File: config.mk
export PLATFORM = sky130hd
export DESIGN_NAME = counter_ctrl
export DESIGN_NICKNAME = d
export VERILOG_FILES = /design/src/rtl/counter_ctrl.sv
export SDC_FILE = /design/constraint.sdc
export NUM_CORES = 1
export LEC_CHECK = 0
export ABC_AREA = 1
export BUFFER_PORTS_ARGS = -buffer_cell sky130_fd_sc_hd__buf_2
export CAP_MARGIN = 5
export CORE_ASPECT_RATIO = 0.8
export CORE_MARGIN = 5
export CORE_UTILIZATION = 43
export CTS_CLUSTER_DIAMETER = 50
export CTS_CLUSTER_SIZE = 14
export DETAILED_ROUTE_END_ITERATION = 6
export PLACE_DENSITY = 0.59
export SLEW_MARGIN = 40
export SYNTH_ARGS = -nofsm -noshare
export SYNTH_HDL_FRONTEND = slang
export SYNTH_SLANG_ARGS = --single-unit
export TNS_END_PERCENT = 10
File: constraint.sdc
create_clock -name clk -period 2.1 [get_ports clk]
set_input_delay 0.105 -clock clk [delete_from_list [all_inputs] [get_ports clk]]
set_output_delay 0.105 -clock clk [all_outputs]
set_load 0.05 [all_outputs]
File: src/rtl/counter_ctrl.sv
// -----------------------------------------------------------------------------
// counter_ctrl
//
// WIDTH-bit up/down counter with a two-state run controller.
// In STOP the count advances only on a step pulse. In RUN it advances on each
// prescaler tick, and a tick occurs once every DIV clock cycles.
// clr and load override the advance paths. All outputs are registered, and every
// input pulse affects the outputs one clock later.
//
// Parameters
//   WIDTH    counter width in bits
//   DIV      prescaler period in clk cycles (2 .. 2**26)
//
// Ports
//   clk       in   1      single clock, rising edge
//   rst       in   1      synchronous, active-high reset (highest priority)
//   step      in   1      advance the count by one while in STOP
//   run_tgl   in   1      toggle STOP <-> RUN
//   dir       in   1      1 = count up, 0 = count down
//   load      in   1      copy load_val into count
//   load_val  in   WIDTH  value applied by load
//   clr       in   1      zero the count and force STOP
//   count     out  WIDTH  counter value
//   running   out  1      1 while in RUN
//   tick      out  1      one-cycle pulse on each prescaler expiry in RUN
//   wrap      out  1      one-cycle pulse together with a wrapped count value
// -----------------------------------------------------------------------------
module counter_ctrl #(
   parameter int WIDTH = 18,
   parameter int DIV   = 50000000
) (
   input  logic             clk,
   input  logic             rst,
   input  logic             step,
   input  logic             run_tgl,
   input  logic             dir,
   input  logic             load,
   input  logic [WIDTH-1:0] load_val,
   input  logic             clr,
   output logic [WIDTH-1:0] count,
   output logic             running,
   output logic             tick,
   output logic             wrap
);

   // Prescaler counts 0 .. DIV-1, so clog2(DIV) bits are always enough.
   localparam int            PW         = $clog2(DIV);
   localparam logic [PW-1:0] PRESC_LAST = PW'(DIV - 1);

   typedef enum logic {
      ST_STOP = 1'b0,
      ST_RUN  = 1'b1
   } state_t;

   state_t           state_q, state_d;
   logic [PW-1:0]    presc_q, presc_d;
   logic [WIDTH-1:0] count_q, count_d;
   logic             running_q, running_d;
   logic             tick_q, tick_d;
   logic             wrap_q, wrap_d;

   logic             expire_s;
   logic             advance_s;

   // Next count value for one advance in the given direction (modulo 2**WIDTH).
   function automatic logic [WIDTH-1:0] f_next_count(input logic [WIDTH-1:0] c,
                                                     input logic             up);
      logic [WIDTH-1:0] r;
      if (up) begin
         r = c + WIDTH'(1);
      end else begin
         r = c - WIDTH'(1);
      end
      return r;
   endfunction

   // True when advancing from c in the given direction crosses the modulo boundary.
   function automatic logic f_wraps(input logic [WIDTH-1:0] c,
                                    input logic             up);
      logic r;
      if (up) begin
         r = &c;
      end else begin
         r = ~|c;
      end
      return r;
   endfunction

   // FSM state register.
   always_ff @(posedge clk) begin
      if (rst) begin
         state_q <= ST_STOP;
      end else begin
         state_q <= state_d;
      end
   end

   // FSM next-state logic. clr forces STOP and masks run_tgl. load does not affect the state.
   always_comb begin
      state_d = state_q;
      case (state_q)
         ST_STOP: begin
            if (run_tgl) begin
               state_d = ST_RUN;
            end else begin
               state_d = ST_STOP;
            end
         end
         ST_RUN: begin
            if (run_tgl) begin
               state_d = ST_STOP;
            end else begin
               state_d = ST_RUN;
            end
         end
         default: begin
            state_d = ST_STOP;
         end
      endcase
      if (clr) begin
         state_d = ST_STOP;
      end else begin
         state_d = state_d;
      end
   end

   // FSM output logic. running is registered from the next state, so it changes one cycle after run_tgl.
   always_comb begin
      running_d = 1'b0;
      case (state_d)
         ST_RUN:  running_d = 1'b1;
         ST_STOP: running_d = 1'b0;
         default: running_d = 1'b0;
      endcase
   end

   // The prescaler expires when it holds its last value while in RUN.
   // The count advances on the registered tick, one cycle after the tick becomes visible. In STOP it advances on step.
   assign expire_s  = (state_q == ST_RUN) && (presc_q == PRESC_LAST);
   assign advance_s = (state_q == ST_RUN) ? tick_q : step;

   // Datapath next-state logic. Priority order: clr, then load, then advance.
   always_comb begin
      count_d = count_q;
      presc_d = presc_q;
      tick_d  = 1'b0;
      wrap_d  = 1'b0;
      if (clr) begin
         count_d = {WIDTH{1'b0}};
         presc_d = {PW{1'b0}};
         tick_d  = 1'b0;
         wrap_d  = 1'b0;
      end else begin
         tick_d = expire_s;
         if (load) begin
            count_d = load_val;
            wrap_d  = 1'b0;
         end else if (advance_s) begin
            count_d = f_next_count(count_q, dir);
            wrap_d  = f_wraps(count_q, dir);
         end else begin
            count_d = count_q;
            wrap_d  = 1'b0;
         end
         // The prescaler stays at zero through the STOP->RUN cycle, so the first tick comes DIV cycles after running rises.
         if (load || expire_s || (state_q == ST_STOP) || (state_d == ST_STOP)) begin
            presc_d = {PW{1'b0}};
         end else begin
            presc_d = presc_q + PW'(1);
         end
      end
   end

   // Datapath and output registers.
   always_ff @(posedge clk) begin
      if (rst) begin
         count_q   <= {WIDTH{1'b0}};
         presc_q   <= {PW{1'b0}};
         running_q <= 1'b0;
         tick_q    <= 1'b0;
         wrap_q    <= 1'b0;
      end else begin
         count_q   <= count_d;
         presc_q   <= presc_d;
         running_q <= running_d;
         tick_q    <= tick_d;
         wrap_q    <= wrap_d;
      end
   end

   assign count   = count_q;
   assign running = running_q;
   assign tick    = tick_q;
   assign wrap    = wrap_q;

endmodule

==> impl_results.html <==
<table>
<tr><th>Metric</th><th>Value</th></tr>
<tr><th colspan="2">Run status</th></tr>
<tr><td>Result of the run</td><td>complete, no violations</td></tr>
<tr><th colspan="2">Drt</th></tr>
<tr><td>Drc violations</td><td>0</td></tr>
<tr><td>Routed length per placed instance</td><td>14.3 um</td></tr>
<tr><td>Total length of routed wires</td><td>9.60 mm</td></tr>
<tr><td>Vias/cell</td><td>5.08</td></tr>
<tr><td>Overall via count from detail_route</td><td>3,413</td></tr>
<tr><td>Violation count after the first detailed-routing iteration</td><td>247</td></tr>
<tr><td>Number of search-and-repair iterations in the first detailed-routing pass</td><td>5</td></tr>
<tr><td>Detail Route Antenna Nets</td><td>0</td></tr>
<tr><th colspan="2">Clocking</th></tr>
<tr><td>Number of buffers created by CTS</td><td>5</td></tr>
<tr><td>Worst-skew pair later-pin latency</td><td>310 ps</td></tr>
<tr><td>Total number of H-tree levels</td><td>2</td></tr>
<tr><td>Clock sink count</td><td>47</td></tr>
<tr><td>Register clock-pin slew on the reported worst setup and hold paths</td><td>100 ps</td></tr>
<tr><td>TritonCTS clock tree</td><td>yes</td></tr>
<tr><td>Longest Clk Path Bufs</td><td>2</td></tr>
<tr><td>Root buf cell</td><td>sky130_fd_sc_hd__clkbuf_8</td></tr>
<tr><th colspan="2">Logic synthesis</th></tr>
<tr><td>Cells after Synth</td><td>511</td></tr>
<tr><td>Cell taking the most area after synthesis</td><td>sky130_fd_sc_hd__dfxtp_1</td></tr>
<tr><td>Synthesized area per cell</td><td>6.49 sq um</td></tr>
<tr><td>Share of synthesized area occupied by flip-flops and latches</td><td>28.4%</td></tr>
<tr><td>Warnings, synthesis</td><td>0</td></tr>
<tr><td>Register bit total from synthesis</td><td>47</td></tr>
<tr><td>Synth top area cells</td><td>sky130_fd_sc_hd__dfxtp_1, sky130_fd_sc_hd__nand2_1, sky130_fd_sc_hd__inv_1</td></tr>
<tr><td>Netlist area before placement</td><td>3310 sq um</td></tr>
<tr><td>Area share of the leading cell type in the synthesized netlist</td><td>28.4%</td></tr>
<tr><td>Mapped Nets</td><td>554</td></tr>
<tr><td>Distinct cell type count after synthesis</td><td>36</td></tr>
<tr><th colspan="2">Timing</th></tr>
<tr><td>Relative slew slack</td><td>70.6%</td></tr>
<tr><td>Final count of pins violating max slew</td><td>0</td></tr>
<tr><td>Time the final worst path needs with I/O delays and setup</td><td>1870 ps</td></tr>
<tr><td>Number of setup violations in the final report</td><td>0</td></tr>
<tr><td>Transition time at the pin with the least slew margin</td><td>438 ps</td></tr>
<tr><td>Post-Route Hold Slack</td><td>61.2 ps</td></tr>
<tr><td>Clock skew</td><td>12.5 ps</td></tr>
<tr><td>FMAX</td><td>0.535 GHz</td></tr>
<tr><td>Setup total negative slack</td><td>0 ps</td></tr>
<tr><td>Unrepaired setup endpoints after global routing</td><td>false</td></tr>
<tr><td>Final worst setup slack</td><td>232 ps</td></tr>
<tr><td>Post-route clock period utilization</td><td>88.9%</td></tr>
<tr><td>Endpoints failing hold</td><td>0</td></tr>
<tr><th colspan="2">GRT</th></tr>
<tr><td>Maximum number of pins on one net before global-route repair</td><td>27</td></tr>
<tr><td>Residual overflow from global routing</td><td>0</td></tr>
<tr><td>Busiest metal layer after global routing</td><td>met1</td></tr>
<tr><td>Global routing met2 resource utilization</td><td>30.6%</td></tr>
<tr><td>Number of global-route vias before repair</td><td>3,221</td></tr>
<tr><td>Aggregate global-route resource usage</td><td>21.0%</td></tr>
<tr><td>Routing usage on met3</td><td>3.21%</td></tr>
<tr><td>Met1 Track Usage GR</td><td>32.9%</td></tr>
<tr><td>First-pass GRT wire length</td><td>15.9 mm</td></tr>
<tr><td>Number of antenna violations at the first check in global routing</td><td>0</td></tr>
<tr><th colspan="2">Layout</th></tr>
<tr><td>Count of inserted antenna diode cells</td><td>0</td></tr>
<tr><td>Post-layout nets</td><td>609</td></tr>
<tr><td>Layout cells sized above 1</td><td>14.8%</td></tr>
<tr><td>Area overhead of the layout relative to synthesis</td><td>15.8%</td></tr>
<tr><td>Post-Route Utilization</td><td>51.4%</td></tr>
<tr><td>Final cell area excluding filler cells</td><td>3840 sq um</td></tr>
<tr><td>Final Instance Count excl. Fillers</td><td>672</td></tr>
<tr><th colspan="2">Critical path</th></tr>
<tr><td>Critical path type</td><td>flip-flop to flip-flop</td></tr>
<tr><td>Cell chain of the critical path</td><td>inv_1, fa_1, o21ai_1, nand2_1, nand2_1, nand2_1, nand2_1, nand2_1, nand3_1, a21oi_1</td></tr>
<tr><td>Maximum cell stage delay along the critical path</td><td>460 ps</td></tr>
<tr><td>CP startpoint kind</td><td>flip-flop</td></tr>
<tr><td>Crit-path leading delay family</td><td>simple AND/OR/NAND/NOR gates</td></tr>
<tr><td>Buf/Inv on CP</td><td>1</td></tr>
<tr><td>Worst Setup End Kind</td><td>flip-flop</td></tr>
<tr><td>Data arrival time of the critical path</td><td>2060 ps</td></tr>
<tr><td>Critical-path cell with the highest stage delay</td><td>sky130_fd_sc_hd__fa_1</td></tr>
<tr><td>Most numerous cell on the critical path</td><td>sky130_fd_sc_hd__nand2_1</td></tr>
<tr><td>Data required time of the critical path</td><td>2290 ps</td></tr>
<tr><td>Biggest fanout along the worst timing path</td><td>3</td></tr>
<tr><th colspan="2">Power and ir drop</th></tr>
<tr><td>Leak pwr</td><td>1.74 nW</td></tr>
<tr><td>Worst supply voltage drop on vdd</td><td>0.272 mV</td></tr>
<tr><td>Net switching power</td><td>640 uW</td></tr>
<tr><td>Share of power burned in combinational logic</td><td>20.5%</td></tr>
<tr><td>Internal Pwr Total</td><td>1.40 mW</td></tr>
<tr><td>Proportion of power drawn by flip-flops and latches</td><td>45.5%</td></tr>
<tr><td>Ratio of total power to cell area</td><td>533 nW/um^2</td></tr>
<tr><td>Total power of the final layout</td><td>2.04 mW</td></tr>
<tr><td>Part of the power in the clock network</td><td>34.0%</td></tr>
<tr><td>Switching share of total power</td><td>31.3%</td></tr>
<tr><th colspan="2">Place</th></tr>
<tr><td>Number of cells in the design after placement</td><td>662</td></tr>
<tr><td>IO Port Bufs</td><td>45</td></tr>
<tr><td>Post-placement worst setup slack</td><td>111 ps</td></tr>
<tr><td>Routability congestion estimate from global placement</td><td>1.01</td></tr>
<tr><td>DP Wirelength</td><td>7.62 mm</td></tr>
<tr><td>Post-DP Area</td><td>3710 sq um</td></tr>
<tr><th colspan="2">Floorplan</th></tr>
<tr><td>Placeable Area</td><td>7460 sq um</td></tr>
<tr><td>Width of the die</td><td>108 um</td></tr>
<tr><td>Die area</td><td>9570 sq um</td></tr>
<tr><td>Number of rows created at floorplan</td><td>28</td></tr>
<tr><td>Vertical extent of the die</td><td>88.5 um</td></tr>
<tr><td>Number of I/O pins</td><td>46</td></tr>
<tr><td>Effective utilization at floorplan</td><td>44.4%</td></tr>
<tr><th colspan="2">Min path</th></tr>
<tr><td>Kind of path behind the tightest hold check</td><td>input pin to flip-flop</td></tr>
<tr><th colspan="2">Flow run</th></tr>
<tr><td>Max-cap viol count</td><td>0</td></tr>
</table>
final timing paths:
check / from / to / slack (ps) / cells after the start
setup / recovery: count[0]$_SDFFE_PP0P_ / count[12]$_SDFFE_PP0P_ / 230 / 10
hold / removal: load_val[0] / count[0]$_SDFFE_PP0P_ / 60 / 3
setup reg to reg: count[0]$_SDFFE_PP0P_ / count[12]$_SDFFE_PP0P_ / 230 / 10
hold reg to reg: presc_q[0]$_SDFF_PP0_ / presc_q[0]$_SDFF_PP0_ / 470 / 1
worst register-to-register path, delay by kind of cell (launching register included):
kind	cells	cell delay, ps
simple gates	6	510
flops	1	350
compound gates	2	320
fa+ha+maj	1	460
buf+inv	1	130
cell usage after synthesis, drive strengths merged:
| cell | n |
|---|---|
| nand3 | 33 |
| nand2 | 133 |
| inv | 76 |
| dfxtp | 47 |
| a21oi | 39 |
| buf | 6 |
| nand4 | 18 |
| nand3b | 7 |
| clkbuf | 2 |
| fa | 1 |
| ha | 17 |
| o21ai | 16 |
| nor4 | 4 |
| or2 | 5 |
| nor3b | 7 |
| a31oi | 6 |
| nor2 | 52 |
| clkinv | 1 |
| a22o | 5 |
| xnor2 | 3 |
| xor2 | 9 |
| and2 | 2 |
| nor3 | 22 |
placed cells by master, fill, tap and decap left out, drive strengths merged, types with 3 or more instances in the layout:
cell type | netlist | final
ha | 17 | 17
xor2 | 9 | 9
or2 | 5 | 5
nor4 | 4 | 4
a21oi | 39 | 39
clkinv | 1 | 3
a22o | 5 | 5
clkbuf | 2 | 5
nor3 | 22 | 22
inv | 76 | 76
nand3b | 7 | 7
nand4 | 18 | 18
o21ai | 16 | 16
xnor2 | 3 | 3
buf | 6 | 54
nor2 | 52 | 52
nand3 | 33 | 33
dfxtp | 47 | 47
a31oi | 6 | 6
nand2 | 133 | 133
nor3b | 7 | 7
sequential cells by signal, indices dropped and copies added (netlist names):
register  cells
tick          1
count        18
wrap          1
state_q       1
presc_q      26
repair_timing:
item | in CTS | in global routing
gates resized for setup | 0 | 0
hold endpoints to repair | 1 | 0
setup buffers | 0 | 0
hold buffers | 2 | 0
layer usage:
layer,vias to the layer above,wire length (um)
li1,1782,-
met1,1529,5270
met2,98,3760
met3,4,530
met4,0,38
met5,-,0
power by group through the flow:
stage | combinational (mW) | sequential [mW] | clock, mW
after floorplan | 0.231 | 1.00 | 0
after global placement | 0.408 | 0.952 | 0
after detailed placement | 0.411 | 0.952 | 0
after CTS | 0.416 | 0.931 | 0.713
after global routing | 0.464 | 0.934 | 0.745
final | 0.418 | 0.931 | 0.695
logic make-up after synthesis:
kind of cell               after synthesis  synth area share [%]
AOI/OAI and AO/OA                       66                  11.0
xor gates and xnor gates                12                  3.17
adders and majority gates               18                  7.02
buffers and inverters                   85                  10.1
DFF                                     47                  28.4
and+or+nand+nor                        283                  40.4
final cells by class:
| class | instances | area, sq um |
|---|---|---|
| fill | 810 | 3620 |
| clock buffer | 5 | 68.8 |
| sequential | 47 | 941 |
| tap | 105 | 131 |
| inverter | 77 | 289 |
| multi-input combinational | 379 | 2040 |
| timing repair buffer | 56 | 325 |
| clock inverter | 3 | 43.8 |
Note: power is estimated with default switching activity, not from simulation.
